==> src/rtl/digit_sum_pkg.sv <==
// digit_sum_pkg -- shared definitions for the digit_sum_scan block.
//   state_t      : scan/display FSM states
//   ASCII_*      : character bounds used by the digit decoder
//   clog2()      : constant-foldable ceiling log2 for derived widths
//   ascii_digit(): returns {is_digit, value[3:0]} for one character
// Optional feature: define DIGIT_SUM_HEX_EN to also accept A-F / a-f as
// the values 10..15. Without it only '0'..'9' are digits.
package digit_sum_pkg;

    typedef enum logic [2:0] {
        ST_IDLE   = 3'd0,
        ST_READ   = 3'd1,
        ST_CHECK  = 3'd2,
        ST_UPDATE = 3'd3,
        ST_DWELL  = 3'd4,
        ST_SHOW   = 3'd5,
        ST_DONE   = 3'd6
    } state_t;

    localparam logic [7:0] ASCII_0  = 8'h30;
    localparam logic [7:0] ASCII_9  = 8'h39;
    localparam logic [7:0] ASCII_UA = 8'h41;
    localparam logic [7:0] ASCII_UF = 8'h46;
    localparam logic [7:0] ASCII_LA = 8'h61;
    localparam logic [7:0] ASCII_LF = 8'h66;

    function automatic int clog2(input int value);
        int r;
        r = 0;
        while ((32'sd1 << r) < value) begin
            r = r + 1;
        end
        return r;
    endfunction

    // Bit 4 flags a digit, bits 3:0 carry its numeric value.
    function automatic logic [4:0] ascii_digit(input logic [7:0] c);
        logic [4:0] r;
        r = 5'd0;
        if ((c >= ASCII_0) && (c <= ASCII_9)) begin
            r = {1'b1, 4'(c - ASCII_0)};
        end
`ifdef DIGIT_SUM_HEX_EN
        else if ((c >= ASCII_UA) && (c <= ASCII_UF)) begin
            r = {1'b1, 4'(c - ASCII_UA + 8'd10)};
        end
        else if ((c >= ASCII_LA) && (c <= ASCII_LF)) begin
            r = {1'b1, 4'(c - ASCII_LA + 8'd10)};
        end
`endif
        else begin
            r = 5'd0;
        end
        return r;
    endfunction

endpackage

==> src/rtl/digit_regfile.sv <==
// digit_regfile -- DEPTH x DW storage for digit_sum_scan.
//   Clk     : rising-edge clock
//   rd_addr : read address, data appears on rd_data after the next edge
//   rd_data : registered read data
//   wr_en   : write strobe
//   wr_addr : write address
//   wr_data : write data
// Contents are deliberately not reset so loaded data survives Rst.
module digit_regfile
    import digit_sum_pkg::*;
#(
    parameter int  DEPTH = 16,
    parameter int  DW    = 8,
    localparam int AW    = clog2(DEPTH)
) (
    input  logic          Clk,
    input  logic [AW-1:0] rd_addr,
    output logic [DW-1:0] rd_data,
    input  logic          wr_en,
    input  logic [AW-1:0] wr_addr,
    input  logic [DW-1:0] wr_data
);

    logic [DW-1:0] mem_r [DEPTH];
    logic [DW-1:0] rd_data_r;

    // Single write port; the caller muxes host and scan writes.
    always_ff @(posedge Clk) begin
        if (wr_en) begin
            mem_r[wr_addr] <= wr_data;
        end
    end

    // Synchronous read, one cycle of latency, read-before-write.
    always_ff @(posedge Clk) begin
        rd_data_r <= mem_r[rd_addr];
    end

    assign rd_data = rd_data_r;

endmodule

==> src/rtl/digit_sum_scan.sv <==
// digit_sum_scan -- scans a small ASCII buffer, converts digits in place,
// sums them, counts non-digits, then sweeps the buffer out to a display.
//   Clk/Rst            : clock, asynchronous active-low reset
//   go/abort/loop      : start, return-to-idle, repeat display sweep
//   ld_en/addr/data    : host writes, honoured in IDLE only
//   busy/done          : status
//   sum/bad_cnt        : digit sum and non-digit count of the last scan
//   disp_data/idx/valid: displayed entry with a one-cycle change pulse
// Optional feature: DIGIT_SUM_HEX_EN (see digit_sum_pkg) accepts hex letters.
module digit_sum_scan
    import digit_sum_pkg::*;
#(
    parameter int  DEPTH = 16,
    parameter int  DW    = 8,
    parameter int  DWELL = 10000,
    localparam int AW    = clog2(DEPTH),
    localparam int SW    = DW + AW
) (
    input  logic          Clk,
    input  logic          Rst,
    input  logic          go,
    input  logic          abort,
    input  logic          loop,
    input  logic          ld_en,
    input  logic [AW-1:0] ld_addr,
    input  logic [DW-1:0] ld_data,
    output logic          busy,
    output logic          done,
    output logic [SW-1:0] sum,
    output logic [AW:0]   bad_cnt,
    output logic [DW-1:0] disp_data,
    output logic [AW-1:0] disp_idx,
    output logic          disp_valid
);

    localparam int KW = clog2(DWELL + 1);
    localparam int BW = AW + 1;

    state_t        state_r, state_nx_s;
    logic [1:0]    rst_sync_r;
    logic          srst_s, abort_s, last_i_s, last_k_s;
    logic          busy_r, busy_s, done_r, done_s;
    logic [AW-1:0] i_r;
    logic [KW-1:0] k_r;
    logic [SW-1:0] sum_r;
    logic [BW-1:0] bad_cnt_r;
    logic          is_digit_r;
    logic [3:0]    digit_val_r;
    logic [DW-1:0] disp_data_r;
    logic [AW-1:0] disp_idx_r;
    logic          disp_valid_r;
    logic [DW-1:0] rd_data_s;
    logic [4:0]    dig_code_s;
    logic          dig_ok_s;
    logic          wr_en_s;
    logic [AW-1:0] wr_addr_s;
    logic [DW-1:0] wr_data_s;

    // Release of Rst is synchronised; until it has propagated the block
    // is held in a synchronous clear, so it cannot leave IDLE early.
    always_ff @(posedge Clk or negedge Rst) begin
        if (!Rst) begin
            rst_sync_r <= 2'b00;
        end else begin
            rst_sync_r <= {rst_sync_r[0], 1'b1};
        end
    end

    assign srst_s   = ~rst_sync_r[1];
    assign abort_s  = abort && (state_r != ST_IDLE);
    assign last_i_s = (i_r == AW'(DEPTH - 1));
    assign last_k_s = (k_r == KW'(DWELL - 1));

    // Upper bits beyond the ASCII byte must be zero for a digit.
    assign dig_code_s = ascii_digit(rd_data_s[7:0]);
    assign dig_ok_s   = dig_code_s[4] && ((rd_data_s >> 4'd8) == {DW{1'b0}});

    digit_regfile #(.DEPTH(DEPTH), .DW(DW)) u_regfile (
        .Clk     (Clk),
        .rd_addr (i_r),
        .rd_data (rd_data_s),
        .wr_en   (wr_en_s),
        .wr_addr (wr_addr_s),
        .wr_data (wr_data_s)
    );

    // Write-port mux: host loads in IDLE, converted digits in UPDATE.
    always_comb begin
        wr_en_s   = 1'b0;
        wr_addr_s = ld_addr;
        wr_data_s = ld_data;
        if (state_r == ST_IDLE) begin
            wr_en_s = ld_en;
        end else if ((state_r == ST_UPDATE) && is_digit_r && !abort) begin
            wr_en_s   = 1'b1;
            wr_addr_s = i_r;
            wr_data_s = DW'(digit_val_r);
        end else begin
            wr_en_s = 1'b0;
        end
    end

    // State register plus registered status outputs.
    always_ff @(posedge Clk or negedge Rst) begin
        if (!Rst) begin
            state_r <= ST_IDLE;
            busy_r  <= 1'b0;
            done_r  <= 1'b0;
        end else if (srst_s) begin
            state_r <= ST_IDLE;
            busy_r  <= 1'b0;
            done_r  <= 1'b0;
        end else begin
            state_r <= state_nx_s;
            busy_r  <= busy_s;
            done_r  <= done_s;
        end
    end

    // Next-state logic; abort overrides every other transition.
    always_comb begin
        state_nx_s = state_r;
        if (abort_s) begin
            state_nx_s = ST_IDLE;
        end else begin
            case (state_r)
                ST_IDLE:   state_nx_s = go ? ST_READ : ST_IDLE;
                ST_READ:   state_nx_s = ST_CHECK;
                ST_CHECK:  state_nx_s = ST_UPDATE;
                ST_UPDATE: state_nx_s = last_i_s ? ST_DWELL : ST_READ;
                ST_DWELL:  state_nx_s = last_k_s ? ST_SHOW : ST_DWELL;
                ST_SHOW:   state_nx_s = (!last_i_s || loop) ? ST_DWELL : ST_DONE;
                ST_DONE:   state_nx_s = go ? ST_DONE : ST_IDLE;
                default:   state_nx_s = ST_IDLE;
            endcase
        end
    end

    // Status decode from the next state so the registered copy is aligned.
    always_comb begin
        busy_s = 1'b1;
        done_s = 1'b0;
        case (state_nx_s)
            ST_IDLE: begin busy_s = 1'b0; done_s = 1'b0; end
            ST_DONE: begin busy_s = 1'b1; done_s = 1'b1; end
            default: begin busy_s = 1'b1; done_s = 1'b0; end
        endcase
    end

    // Datapath: index/dwell counters, accumulators and display registers.
    always_ff @(posedge Clk or negedge Rst) begin
        if (!Rst) begin
            i_r          <= '0;
            k_r          <= '0;
            sum_r        <= '0;
            bad_cnt_r    <= '0;
            is_digit_r   <= 1'b0;
            digit_val_r  <= 4'd0;
            disp_data_r  <= '0;
            disp_idx_r   <= '0;
            disp_valid_r <= 1'b0;
        end else if (srst_s) begin
            i_r          <= '0;
            k_r          <= '0;
            sum_r        <= '0;
            bad_cnt_r    <= '0;
            is_digit_r   <= 1'b0;
            digit_val_r  <= 4'd0;
            disp_data_r  <= '0;
            disp_idx_r   <= '0;
            disp_valid_r <= 1'b0;
        end else begin
            disp_valid_r <= 1'b0;
            // On abort everything holds, leaving partial results visible.
            if (!abort_s) begin
                case (state_r)
                    ST_IDLE: begin
                        if (go) begin
                            i_r       <= '0;
                            k_r       <= '0;
                            sum_r     <= '0;
                            bad_cnt_r <= '0;
                        end
                    end
                    ST_CHECK: begin
                        is_digit_r  <= dig_ok_s;
                        digit_val_r <= dig_code_s[3:0];
                    end
                    ST_UPDATE: begin
                        if (is_digit_r) begin
                            sum_r <= sum_r + SW'(digit_val_r);
                        end else begin
                            bad_cnt_r <= bad_cnt_r + BW'(1'b1);
                        end
                        if (last_i_s) begin
                            i_r <= '0;
                            k_r <= '0;
                        end else begin
                            i_r <= i_r + AW'(1'b1);
                        end
                    end
                    ST_DWELL: k_r <= k_r + KW'(1'b1);
                    ST_SHOW: begin
                        // rd_data_s already holds mem[i]: address i has
                        // been stable through the preceding DWELL cycles.
                        disp_data_r  <= rd_data_s;
                        disp_idx_r   <= i_r;
                        disp_valid_r <= 1'b1;
                        k_r          <= '0;
                        if (!last_i_s) begin
                            i_r <= i_r + AW'(1'b1);
                        end else if (loop) begin
                            i_r <= '0;
                        end else begin
                            i_r <= i_r;
                        end
                    end
                    default: begin
                    end
                endcase
            end
        end
    end

    assign busy       = busy_r;
    assign done       = done_r;
    assign sum        = sum_r;
    assign bad_cnt    = bad_cnt_r;
    assign disp_data  = disp_data_r;
    assign disp_idx   = disp_idx_r;
    assign disp_valid = disp_valid_r;

endmodule

==> config.mk <==
export PLATFORM = sky130hd
export DESIGN_NAME = digit_sum_scan
export DESIGN_NICKNAME = d
export VERILOG_FILES = /design/src/rtl/digit_sum_pkg.sv /design/src/rtl/digit_regfile.sv /design/src/rtl/digit_sum_scan.sv
export SDC_FILE = /design/constraint.sdc
export NUM_CORES = 1
export LEC_CHECK = 0
export CAP_MARGIN = 0
export CORE_ASPECT_RATIO = 0.7
export CORE_MARGIN = 1
export CORE_UTILIZATION = 55
export CTS_BUF_LIST = sky130_fd_sc_hd__clkbuf_4 sky130_fd_sc_hd__clkbuf_8 sky130_fd_sc_hd__clkbuf_16
export CTS_CLUSTER_DIAMETER = 50
export DETAILED_ROUTE_END_ITERATION = 6
export GPL_ROUTABILITY_DRIVEN = 0
export PLACE_DENSITY = 0.85
export SLEW_MARGIN = 10
export SYNTH_ARGS = -nofsm -noshare
export SYNTH_HDL_FRONTEND = slang
export SYNTH_SLANG_ARGS = --single-unit
==> constraint.sdc <==
create_clock -name Clk -period 4.7 [get_ports Clk]
set_clock_uncertainty 0.1 [all_clocks]
set_input_delay 0.47 -clock Clk [delete_from_list [all_inputs] [get_ports Clk]]
set_output_delay 0.47 -clock Clk [all_outputs]
set_load 0.01 [all_outputs]
# Word-level counts from Yosys, hierarchy flattened
# Memory sizes are Yosys's and may differ from the RTL's. A register that Yosys moved wholly into a read port is not among the register bits.
# Index checks and enable logic that the tools add are counted.
[op_classes]
addsub = 5
magnitude_cmp = 2
n_eq_ne = 20
muxes = 58
reduce_logical = 16
[op_table]
columns = ["operator", "count"]
rows = [
  ["$mux 14", 4],
  ["$mux 4", 14],
  ["$pmux 14 s4", 1],
  ["$mux 12", 4],
  ["$mux 8", 5],
  ["$mux 5", 5],
  ["$pmux 12 s2", 1],
  ["$pmux 3 s7", 1],
  ["$mux 1", 16],
  ["$reduce_and 4->1", 4],
  ["$add 14x1->14 const B", 1],
  ["$eq 14x14->1 const B", 1],
  ["$add 12x4->12", 1],
  ["$eq 3x3->1 const B", 4],
  ["$mux 3", 4],
  ["$ne 3x3->1 const B", 4],
  ["$pmux 4 s3", 1],
  ["$pmux 5 s2", 1],
  ["$ge 8x6->1 const B", 1],
  ["$le 8x6->1 const B", 1],
  ["$eq 3x2->1 const B", 2],
  ["$logic_not 3->1", 2],
  ["$add 5x1->5 const B", 1],
  ["$ne 5x1->1 const B", 1],
  ["15 further kinds", 21],
]
[totals]
regBits = 60
ramBits = 128
output_inout_bits = 32
n_memories = 1
[mem_list]
columns = ["memory", "words", "word_bits", "read_ports", "rd_clocked_by_memory_dff", "write_ports", "line_no", "rtl"]
rows = [
  ["u_regfile.mem_r", 16, 8, 1, 1, 1, "digit_regfile.sv:24", "logic [DW-1:0] mem_r [DEPTH];"],
]

# Logic depth before layout (Yosys ltp)
[logic_depth]
word_depth = 9
mapped_depth = 8

# By module
# A second synthesis with hierarchy kept.
[unflattened]
hier_cells = 581
area_unflattened_um2 = 8386.8
[modules_own_cells]
columns = ["module", "n_inst", "cells_per_inst", "area_each_um2", "seq_area_each_um2"]
rows = [
  ["digit_regfile", 1, 229, 5147.4, 4003.8],
  ["digit_sum_scan", 1, 352, 3239.4, 1501.4],
]

# Worst setup path before layout
# OpenSTA, ideal clock, no wires.
[synth_timing]
path_type = "input to register"
from = "in abort"
to = "mem u_regfile.mem_r[1][0] (enable)"
setup_time_ns = 0.370
t_arrival_ns = 2.056
t_required_ns = 4.230
setup_slack_ns = 2.173
stages = 7
n_path_buf = 2
cell_sequence = "buf_2 -> and4bb_1 -> nand2_1 -> clkbuf_1 -> nor3b_1 -> nor2_1 -> nor2_1"
[synth_between]
elab_chain_cells = 6
word_cells_on_any_way = 8
[synth_lines]
columns = ["element", "line_no", "rtl"]
rows = [
  ["from (decl)", "digit_sum_scan.sv:22", "input logic abort,"],
  ["$logic_not 1->1 *", "digit_sum_scan.sv:94", "end else if ((state_r == ST_UPDATE) && is_digit_r && !abort) begin"],
  ["$logic_and 1x1->1 *", "digit_sum_scan.sv:94", ""],
  ["$mux 1", "digit_sum_scan.sv:94", ""],
  ["$mux 1", "digit_sum_scan.sv:92", "if (state_r == ST_IDLE) begin"],
  ["$mux 1", "digit_regfile.sv:29", "if (wr_en) begin"],
  ["$mux 1 (not written as such)", "digit_regfile.sv:30", "mem_r[wr_addr] <= wr_data;"],
  ["to (decl)", "digit_regfile.sv:24", ""],
]
# Mark *: on every way between the ends. The rest lies on a longest branch, timed or not.

# Worst setup path in the final report
[layout_timing]
from = "in abort"
to = "mem u_regfile.mem_r[2][0] (enable)"
# The elaborated chain is that of the path after synthesis.

==> run summary <==
Least-Margin Pin Slew - 0.945 ns
Synth Register Bits - 196
die width - 149 um
post-DP HPWL - 12.2 mm
Worst slew margin - 0.368
EDFF count, synth - 128
final hold vios - 0
Fillers - 983
final hold slack - 0.251 ns
DR vias - 5,368
top layer in use - met4
Tmin final - 3.42 ns
synthesized instance count - 580
max-slew violation count - 0
antenna-violating nets left - 0
Power per Cell Area - 356 mW/mm2
CTS Buf Count - 17
CP Max Fanout - 24
CP max stage delay - 0.60 ns
Cell variety after synth - 57
Placement Setup Slack - 0.974 ns
WL met3 - 1.82 mm
Fmax achieved - 293 MHz
placed cells - 801
area occupied by multi-input gates - 0.00267 mm2
Most used DFF post-synth - edfxtp_1
Setup TNS - 0 ns
1st-pass router iterations - 5
global route overflow - 0
maximum clock insertion buffer count - 2
WL/cell - 22.9 um
crit path buf inv count - 1
RSZ-0062 raised after global routing - false
status - complete, no violations
DRC violations left - 0
critical-path cell list - clkdlybuf4s50_1 > and4bb_1 > nand2_1 > nor3b_1 > nor2_1 > nor2_1
first-pass GRT wire length - 30.5 mm
post-route cell area - 0.00956 mm2
post-route setup slack - 1.28 ns
register area share after synthesis - 0.659
# IOs - 50
Max stage delay cell, worst path - clkdlybuf4s50_1
Hold Path Class - register to register
CTS tree - built
via/cell ratio - 6.44
crit-path leading delay family - simple AND/OR/NAND/NOR gates
total global-route track usage - 0.269
most frequent cells in the layout - 128 x edfxtp_1, 59 x dfrtp_1, 55 x nand2_1, 48 x clkdlybuf4s50_1, 43 x nor2_1
layout cell share with drive strength beyond 1 - 0.146
Syn. warnings - 0
fin cells - 834
initial antenna violation count - 0
die height - 105 um
startpoint type of the worst setup path - input pin
Worst-Skew Late Latency - 0.44 ns
LEAKAGE - 3.30 nW
CP arrival - 3.39 ns
H-tree levels - 4
Root Driver - clkbuf_16
post-CTS sizing - 0
# setup viols final - 0
FF/Latch Area - 0.00551 mm2
I/O Buffers - 49
cell area after synthesis - 0.00835 mm2
Power, Total - 3.40 mW
synthesis-to-layout area growth - 14.4%
full die area - 0.0157 mm2
worst setup path class - input pin to register
post-layout util - 0.647
Max IR drop VDD - 213 uV
most frequent CP cell - nor2_1
Syn Nets - 606
core box area - 0.0148 mm2
Worst Path Required - 4.67 ns
Avg Cell Area, Syn - 14.4 um2
met2 WL - 9.17 mm
Tcrit/Tclk final - 0.727
clk slew on worst S/H paths - 0.07 ns
Total Wirelength - 19.1 mm
FFs w/ async S/R, synth - 0.306
initial DRC count - 630
fin nets - 652
max_cap viols - 0
antenna cells - 0
CP endpoint kind - register
pin count of the biggest net entering global routing - 44
Metal-1 WL - 7.70 mm
vias in the first global route - 5,344
clk sinks - 196
commonest non-fill, non-tap cell in the layout - edfxtp_1
CTS Hold Bufs - 1
DP Area - 0.00899 mm2
setup bufs post-CTS - 0
Starting Density - 0.566
standard-cell rows - 37
-- layout make-up --
cell class	instances	share of cell area
repair buffers	54	0.0550
well taps	195	0.0255
inverters	13	0.00511
flip-flops and latches	196	0.576
clock inverters	15	0.0139
multi-input cells	344	0.280
clock buffers	17	0.0445
-- cell usage after synthesis, types with 3 or more instances --
cell	n	area, um2
o21ai_0	36	180
or2_2	3	18.8
o41ai_1	4	35.0
mux4_2	40	901
mux2_2	4	45.0
a211oi_1	5	37.5
dfrtp_1	60	1500
a21oi_1	25	125
xor2_1	3	26.3
and3_1	8	50.1
inv_1	11	41.3
nand3_1	15	75.1
a31oi_1	12	75.1
ha_1	7	87.6
nor4_1	3	18.8
a22o_1	6	52.6
o211ai_1	3	22.5
nor3b_1	4	30.0
nand2_1	55	206
o21a_1	4	30.0
and2_1	5	31.3
xnor2_1	5	43.8
nor2_1	43	161
nor2b_1	8	50.1
clkbuf_1	15	56.3
buf_4	3	22.5
dfxtp_1	8	160
nor3_1	8	40.0
nand4_1	9	56.3
edfxtp_1	128	3840
buf_2	5	25.0
buf_1	3	11.3
-- kinds of logic after synthesis --
| family | after synthesis | synth area share |
|---|---|---|
| other cells | 1 | 0.000449 |
| mux | 44 | 0.113 |
| simple gates | 176 | 0.105 |
| fa+ha+maj | 8 | 0.0129 |
| buf+inv | 40 | 0.0210 |
| compound gates | 107 | 0.0798 |
| xor+xnor | 8 | 0.00839 |
| flops | 196 | 0.659 |
-- worst paths after layout --
kind | startpoint | end | slack, ns | cells after the start
setup / recovery | abort | u_regfile.mem_r[2][0]$_DFFE_PP_ | 1.28 | 6
hold / removal | rst_sync_r[0]$_DFF_PN0_ | rst_sync_r[1]$_DFF_PN0_ | 0.25 | 0
setup reg to reg | state_r[2]$_DFF_PN0_ | u_regfile.mem_r[2][0]$_DFFE_PP_ | 1.33 | 5
hold reg to reg | rst_sync_r[0]$_DFF_PN0_ | rst_sync_r[1]$_DFF_PN0_ | 0.25 | 0
max in group asynchronous | Rst | i_r[0]$_DFFE_PN0P_ | 3.20 | 3
min in group asynchronous | Rst | sum[1]$_DFFE_PN0P_ | 0.38 | 2
-- layer usage --
metal / GRT usage / vias up
met4: 0.0940 / 0
met2: 0.406 / 317
li1: - / 2315
met1: 0.377 / 2685
met5: 0 / -
met3: 0.0751 / 51
-- report_power, final --
| group | total (mW) | internal [mW] | leakage (nW) | switching (mW) |
|---|---|---|---|---|
| registers | 1.88 | 1.86 | 2.05 | 0.0191 |
| logic | 0.160 | 0.0533 | 0.996 | 0.106 |
| clock network | 1.36 | 0.730 | 0.253 | 0.634 |
-- flip-flops by register name (all words and copies together), names as in the netlist, 3 cells and up --
signal,flops
bad_cnt,5
digit_val_r,4
disp_data,8
disp_idx,4
i_r,4
k_r,14
state_r,3
sum,12
u_regfile.mem_r,128
u_regfile.rd_data,8
(Power assumes the default switching activity.)
